--- src/rtl/alu_iface_pkg.sv ---
// Shared types for the UART-to-ALU command framer.
// FSM one-hot state codes and the counter width helper.
package alu_iface_pkg;

    localparam int N_STATES = 6;

    typedef enum logic [N_STATES-1:0] {
        ST_RX_A    = 6'b000001,
        ST_RX_B    = 6'b000010,
        ST_RX_OP   = 6'b000100,
        ST_EXEC    = 6'b001000,
        ST_TX_LOAD = 6'b010000,
        ST_TX_WAIT = 6'b100000
    } state_t;

    // Bits needed to hold counts 0 .. n_values-1 (at least one bit).
    function automatic int cnt_width(input int unsigned n_values);
        return (n_values < 2) ? 1 : $clog2(n_values);
    endfunction

endpackage

--- src/rtl/alu_cmd_interface_rx_edge_detect.sv ---
// Registered rising-edge detector for the UART RX byte-done strobe.
// Yields one pulse per high level, however long the level lasts.
module rx_edge_detect (
    input  logic i_clock,
    input  logic i_reset,
    input  logic i_level,
    output logic o_pulse
);

    logic level_q;

    // Remember the previous level and flag a low-to-high transition.
    always_ff @(posedge i_clock) begin
        if (i_reset) begin
            level_q <= 1'b0;
            o_pulse <= 1'b0;
        end else begin
            level_q <= i_level;
            o_pulse <= i_level & ~level_q;
        end
    end

endmodule

--- src/rtl/alu_cmd_interface.sv ---
// UART-to-ALU command framer: A, B, opcode in; ALU result out to TX.
// Optional inter-byte timeout enabled by defining ALU_IFACE_TIMEOUT_EN.
module alu_cmd_interface
    import alu_iface_pkg::*;
#(
    parameter int NB_DATA        = 8,
    parameter int NB_OP          = 6,
    parameter int ALU_LATENCY    = 0,
    parameter int TIMEOUT_CYCLES = 1000000
) (
    input  logic               i_clock,
    input  logic               i_reset,
    input  logic [NB_DATA-1:0] i_rx_data,
    input  logic               i_rx_done,
    input  logic [NB_DATA-1:0] i_alu_result,
    input  logic               i_tx_done,
    output logic [NB_DATA-1:0] o_dato_A,
    output logic [NB_DATA-1:0] o_dato_B,
    output logic [NB_OP-1:0]   o_OP,
    output logic [NB_DATA-1:0] o_tx_data,
    output logic               o_tx_start,
    output logic               o_busy,
    output logic               o_rx_overrun,
    output logic               o_timeout
);

    localparam int WW = cnt_width(ALU_LATENCY + 1);

    state_t        state;
    logic [WW-1:0] wait_cnt;
    logic          byte_ev;
    logic          tmo_hit;

    rx_edge_detect u_edge (
        .i_clock (i_clock),
        .i_reset (i_reset),
        .i_level (i_rx_done),
        .o_pulse (byte_ev)
    );

`ifdef ALU_IFACE_TIMEOUT_EN
    localparam int TW = cnt_width(TIMEOUT_CYCLES);

    logic [TW-1:0] tmo_cnt;
    logic          in_gap;

    assign in_gap  = (state == ST_RX_B) || (state == ST_RX_OP);
    // A byte arriving on the last count wins over the abort.
    assign tmo_hit = in_gap && !byte_ev &&
                     (tmo_cnt == TW'(TIMEOUT_CYCLES - 1));

    // Inter-byte gap counter, cleared by accepted bytes or outside the gap.
    always_ff @(posedge i_clock) begin
        if (i_reset) begin
            tmo_cnt   <= '0;
            o_timeout <= 1'b0;
        end else begin
            o_timeout <= tmo_hit;
            if (!in_gap || byte_ev || tmo_hit)
                tmo_cnt <= '0;
            else
                tmo_cnt <= tmo_cnt + 1'b1;
        end
    end
`else
    assign tmo_hit   = 1'b0;
    assign o_timeout = 1'b0;
`endif

    // Frame FSM with registered ALU operands, TX byte and status pulses.
    always_ff @(posedge i_clock) begin
        if (i_reset) begin
            state        <= ST_RX_A;
            wait_cnt     <= '0;
            o_dato_A     <= '0;
            o_dato_B     <= '0;
            o_OP         <= '0;
            o_tx_data    <= '0;
            o_tx_start   <= 1'b0;
            o_busy       <= 1'b0;
            o_rx_overrun <= 1'b0;
        end else begin
            o_tx_start   <= 1'b0;
            o_rx_overrun <= byte_ev && o_busy;
            case (state)
                ST_RX_A: begin
                    if (byte_ev) begin
                        o_dato_A <= i_rx_data;
                        state    <= ST_RX_B;
                    end
                end
                ST_RX_B: begin
                    if (byte_ev) begin
                        o_dato_B <= i_rx_data;
                        state    <= ST_RX_OP;
                    end else if (tmo_hit) begin
                        state <= ST_RX_A;
                    end
                end
                ST_RX_OP: begin
                    if (byte_ev) begin
                        o_OP     <= i_rx_data[NB_OP-1:0];
                        wait_cnt <= '0;
                        o_busy   <= 1'b1;
                        state    <= ST_EXEC;
                    end else if (tmo_hit) begin
                        state <= ST_RX_A;
                    end
                end
                ST_EXEC: begin
                    if (wait_cnt == WW'(ALU_LATENCY)) begin
                        o_tx_data <= i_alu_result;
                        state     <= ST_TX_LOAD;
                    end else begin
                        wait_cnt <= wait_cnt + 1'b1;
                    end
                end
                ST_TX_LOAD: begin
                    o_tx_start <= 1'b1;
                    state      <= ST_TX_WAIT;
                end
                ST_TX_WAIT: begin
                    if (i_tx_done) begin
                        o_busy <= 1'b0;
                        state  <= ST_RX_A;
                    end
                end
                default: begin
                    o_busy <= 1'b0;
                    state  <= ST_RX_A;
                end
            endcase
        end
    end

endmodule

--- config.mk ---
export PLATFORM = sky130hd
export DESIGN_NAME = alu_cmd_interface
export DESIGN_NICKNAME = d
export VERILOG_FILES = /design/src/rtl/alu_iface_pkg.sv /design/src/rtl/alu_cmd_interface_rx_edge_detect.sv /design/src/rtl/alu_cmd_interface.sv
export SDC_FILE = /design/constraint.sdc
export NUM_CORES = 1
export LEC_CHECK = 0
export BUFFER_PORTS_ARGS = -buffer_cell sky130_fd_sc_hd__buf_2
export CORE_MARGIN = 3
export CORE_UTILIZATION = 25
export CTS_CLUSTER_DIAMETER = 80
export DETAILED_ROUTE_END_ITERATION = 10
export GPL_TIMING_DRIVEN = 0
export PLACE_DENSITY = 0.53
export REMOVE_ABC_BUFFERS = 1
export SLEW_MARGIN = 20
export SYNTH_ARGS = -nofsm -noshare
export SYNTH_HDL_FRONTEND = slang
export SYNTH_SLANG_ARGS = --single-unit
export TNS_END_PERCENT = 10
--- constraint.sdc ---
create_clock -name i_clock -period 1.7 [get_ports i_clock]
set_clock_uncertainty 0.1 [all_clocks]
set_input_delay 0.085 -clock i_clock [delete_from_list [all_inputs] [get_ports i_clock]]
set_output_delay 0.085 -clock i_clock [all_outputs]
set_load 0.03 [all_outputs]
== Word level (Yosys, flattened, before mapping) ==
Index checks and enable logic that the tools add are counted.
Storage, ports and cells
  flip-flop bits (word level): 42
  input port bits: 20
  logic and storage cells: 50
Operators by class
  reduce and logical (&&, ||, !) cells: 10
  multiplexer cells: 13
  add/sub/neg operators: 1
  equal/unequal tests: 11
  bitwise operators: 4
Operator list (number)
  $pmux W6 S6: 1
  $mux W6: 5
  $reduce_and A2 Y1: 5
  $eq A6 B1 Y1 const B: 1
  $eq A6 B2 Y1 const B: 1
  $eq A6 B3 Y1 const B: 1
  $eq A6 B4 Y1 const B: 1
  $eq A6 B5 Y1 const B: 1
  $eq A6 B6 Y1 const B: 1
  $ne A2 B1 Y1 const B: 3
  $mux W1: 5
  $reduce_and A5 Y1: 1
  $ne A2 B2 Y1 const B: 2
  $reduce_or A4 Y1: 1
  $not A1 Y1: 3
  $pmux W1 S3: 1
  $reduce_and A3 Y1: 1
  $pmux W1 S2: 1
  $reduce_bool A2 Y1: 1
  $add A1 B1 Y1 const B: 1
  $and A1 B1 Y1: 1
  $logic_and A1 B1 Y1: 1

== Longest topological paths before layout ==
  depth after elaboration: 4
  mapped depth: 5

== Hierarchy ==
From an unflattened synthesis, not the netlist that was laid out.
Second synthesis, totals
  cells, all modules: 192
  area total of the unflattened synthesis: 1725.4 um2
By module, submodules not included
  alu_cmd_interface: cells each 188, times used 1, area each 1666.6 um2
  rx_edge_detect: cells each 4, times used 1, area each 58.8 um2

== Least setup slack after synthesis ==
No wires, ideal clock.
  kind: flip-flop to flip-flop
  start: reg state[5]
  end: reg o_OP[1]
  arrival: 1643 ps
  cell stages (with the launch flop): 6
  period minus slack after synthesis: 1870 ps
  buffers on the path: 1
  slack: -170 ps
  required time: 1472 ps
  path through: dfxtp_1 -> buf_6 -> or4_4 -> nor4_4 -> mux2i_1 -> nor2_1
On the way
  cells in the longest elaborated chain, start to end: 2
Ends and longest elaborated chain
  from (decl): RTL line alu_cmd_interface.sv:29  | state_t state;
  from (signal assigned): RTL line alu_cmd_interface.sv:73  | state <= ST_RX_A;
  from (signal assigned): RTL line alu_cmd_interface.sv:89  | state <= ST_RX_B;
  from (signal assigned): RTL line alu_cmd_interface.sv:95  | state <= ST_RX_OP;
  $eq A6 B3 Y1: RTL line alu_cmd_interface.sv:85  | case (state)
  $reduce_and A2 Y1 (no source line)
  to (signal assigned): RTL line alu_cmd_interface.sv:102  | o_OP <= i_rx_data[NB_OP-1:0];
  to (decl): RTL line alu_cmd_interface.sv:19  | output logic [NB_OP-1:0] o_OP,
No other way between the ends.
A chain may end at the register's enable or synchronous reset.

== Worst setup path after layout ==
Same ends and word-level chain as after synthesis.

==> summary.md <==
| Metric | Value |
|---|---|
| Placed cell count | 270 |
| Crit-path max FO | 5 |
| Critical path class | reg2reg |
| Worst-Margin Slew | 0.698 ns |
| Drt wl/cell | 12.1 um |
| Pin count of the biggest net entering global routing | 38 |
| Top_reg_cell synth | dfxtp_1 |
| Area growth syn-to-layout | 43.5% |
| Synth Area per Inst | 10.3 um^2 |
| Initial Util | 26.0% |
| CP arrival | 1.81 ns |
| Worst Setup EP | o_OP[1] |
| Die width | 85.0 um |
| Largest cells by area after synthesis | dfxtp_1, mux2i_1, nor2_1 |
| Post-route ant nets | 0 |
| Setup crit start kind | flip-flop |
| Critical Path Source | state[5] |
| Non-filler cells, final | 301 |
| Flop-to-flop setup slack | -0.06 ns |
| Layout filler cell count | 629 |
| Endpoint type of the worst setup path | flip-flop |
| Worst min path class | in2reg |
| Core Rows | 28 |
| Final Max Slew Viols | 0 |
| GR Overflow Total | 0 |
| Design Area, Final | 0.00224 mm^2 |
| Max Freq | 0.569 GHz |
| Port-buffer cells | 52 |
| Initial DRT Pass Iterations | 4 |
| Placed inst area | 0.00187 mm^2 |
| Die Y | 85.0 um |
| Launch point of the worst reg-to-reg path | state[5] |
| Synth cell types | 31 |
| Core box area | 0.00599 mm^2 |
| Area leader, netlist | dfxtp_1 |
| Post-placement setup slack | -0.413 ns |
| Inserted Clock Buffers | 5 |
| Headroom to the max-slew limit | 53.5% |
| I/O pins | 54 |
| Number of synthesized flops with an enable pin | 0 |
| Worst-skew pair later-pin latency | 0.28 ns |
| Final Cycle Share | 103% |
| Worst hold start | i_reset |
| Synth warn | 0 |
| Pleak | 0.00106 uW |
| Top-area cell type share of the netlist area | 52.6% |
| Initial antenna violation count | 0 |
| Htree depth | 2 |
| Period minus WS final | 1.76 ns |
| Setup TNS | -0.585 ns |
| Max Buffers Root-to-Sink | 2 |
| Vias/cell | 4.33 |
| Reg area | 831 um^2 |
| Total track usage | 10.5% |
| # clock sinks | 41 |
| Gpl congestion | 0.651 |
| Peak supply drop | 0.400 mV |
| Vias in the first global route | 1219 |
| CTS Root Cell | clkbuf_8 |
| Synthesis-stage register bit count | 41 |
| DRT iter0 DRCs | 55 |
| Sequential-to-total area share from yosys stat | 52.6% |
| Antenna fix cells | 0 |
| Fin worst setup slack | -0.0573 ns |
| DP HPWL | 2290 um |
| Vias post-DR | 1302 |
| Layout cells sized above 1 | 34.1% |
| Failing checks | setup timing |
| Final Hold Fails | 0 |
| Nets | 245 |
| Routed WL | 3640 um |
| Setup violators final | 14 |
| Max cap viols | 0 |
| Worst reg2reg path depth | 5 |
| Pwr per Cell Area | 882 mW/mm^2 |
| Status | complete, but fails checks |
| Mapped Cells | 152 |
| RSZ-0062 raised after global routing | true |
| First-pass GRT wire length | 6040 um |
| R2r endpoint | o_OP[1] |
| TritonCTS clock tree | done |
| Worst-path clk slew | 0.08 ns |
| Post-Syn Area | 0.00156 mm^2 |
| Critical Path RT | 1.75 ns |
| Post-route DRC | 0 |
| FFs w/ async S/R, synth | 0% |
| Die area | 0.00722 mm^2 |
| Area of the multi-input gates | 699 um^2 |
## flip-flops by register name (all words and copies together), names as in the netlist
signal          cells
o_OP                6
o_busy              1
o_dato_A            8
o_dato_B            8
o_rx_overrun        1
o_tx_data           8
o_tx_start          1
state               6
u_edge.level_q      1
u_edge.o_pulse      1
## critical path, stage by stage (launching register included)
cell and delay [ns]:
dfxtp_4 0.35, or4_4 0.58, nor4_4 0.19, buf_6 0.18, mux2i_1 0.18, nor2_1 0.05
## synth_stat cells, types with 2 or more instances
master    instances
dfxtp_1          41
nor2_1           34
mux2i_1          31
clkbuf_1          6
nor3b_1           4
inv_1             3
nor4b_1           3
o21ai_0           3
and3_1            2
nand2_1           2
nor2b_1           2
nor3_1            2
## cells in the final DEF (no fill, tap or decap), drive strengths merged, types with 2 or more instances in the layout
master        n
mux2i        31
nor4          2
nor2b         2
o21ai         3
dfxtp        41
and3          2
inv           3
buf          57
nor4b         3
or4           2
clkbuf        6
nor3b         4
nor3          2
dlygate4sd3  18
nand2         2
nor2         35
## layout make-up
| type | instances | area share [%] |
|---|---|---|
| Multi-Input combinational cell | 99 | 31.3 |
| Tap cell | 75 | 4.19 |
| Clock inverter | 2 | 1.68 |
| Timing Repair Buffer | 75 | 21.5 |
| Inverter | 3 | 0.503 |
| Sequential cell | 41 | 37.1 |
| Clock buffer | 6 | 3.69 |
## cells by family after synthesis
kind of cell           synth area share [%]
AO/OA/AOI/OAI                          3.37
XOR/XNOR                              0.562
buffers and inverters                  3.69
flip-flops                             52.6
multiplexers                           19.9
other                                 0.241
AND/OR/NAND/NOR                        19.6
## where the power goes
group	leakage (uW)	internal, uW	switching, uW
logic	0.000672	81.2	91.7
registers	0.000333	973	12.1
clock network	0.0000574	478	337
## how the worst min path moves through the flow
stage / end / slack, ns / cells after the start
2_1_floorplan: o_OP[0] / 0.06 / 1
3_3_place_gp: o_tx_data[3] / 0.21 / 3
3_5_place_dp: o_tx_data[4] / 0.23 / 3
4_1_cts: o_dato_A[0] / 0.22 / 2
5_1_grt: o_tx_data[6] / 0.25 / 2
6_report: o_dato_A[0] / 0.23 / 2
## timing repair
item | CTS | global route
pin swaps | 2 | 4
endpoints found under the setup margin | 25 | 33
setup buffers | 4 | 1
resized for setup | 8 | 3
hold endpoints to repair | 32 | 0
hold buffers | 18 | 0
## metrics by stage
stage	hold WS, ns	power (uW)	utilization, %
6_report	0.229	1970	37.3
5_1_grt	0.254	2080	37.3
4_1_cts	0.225	2010	37.1
3_5_place_dp	0.232	1140	31.2
3_3_place_gp	0.214	1140	31.2
2_1_floorplan	0.0574	1080	-
## metal layers
metal  track usage [%]  part of all wire, %  wire length (um)
met1              12.8                   45              1620
met2              17.1                   49              1790
met3              3.59                  5.0               183
met4              3.88                  1.0                37
met5                 0                    0                 0
No activity file was read; power rests on OpenSTA's default activity.
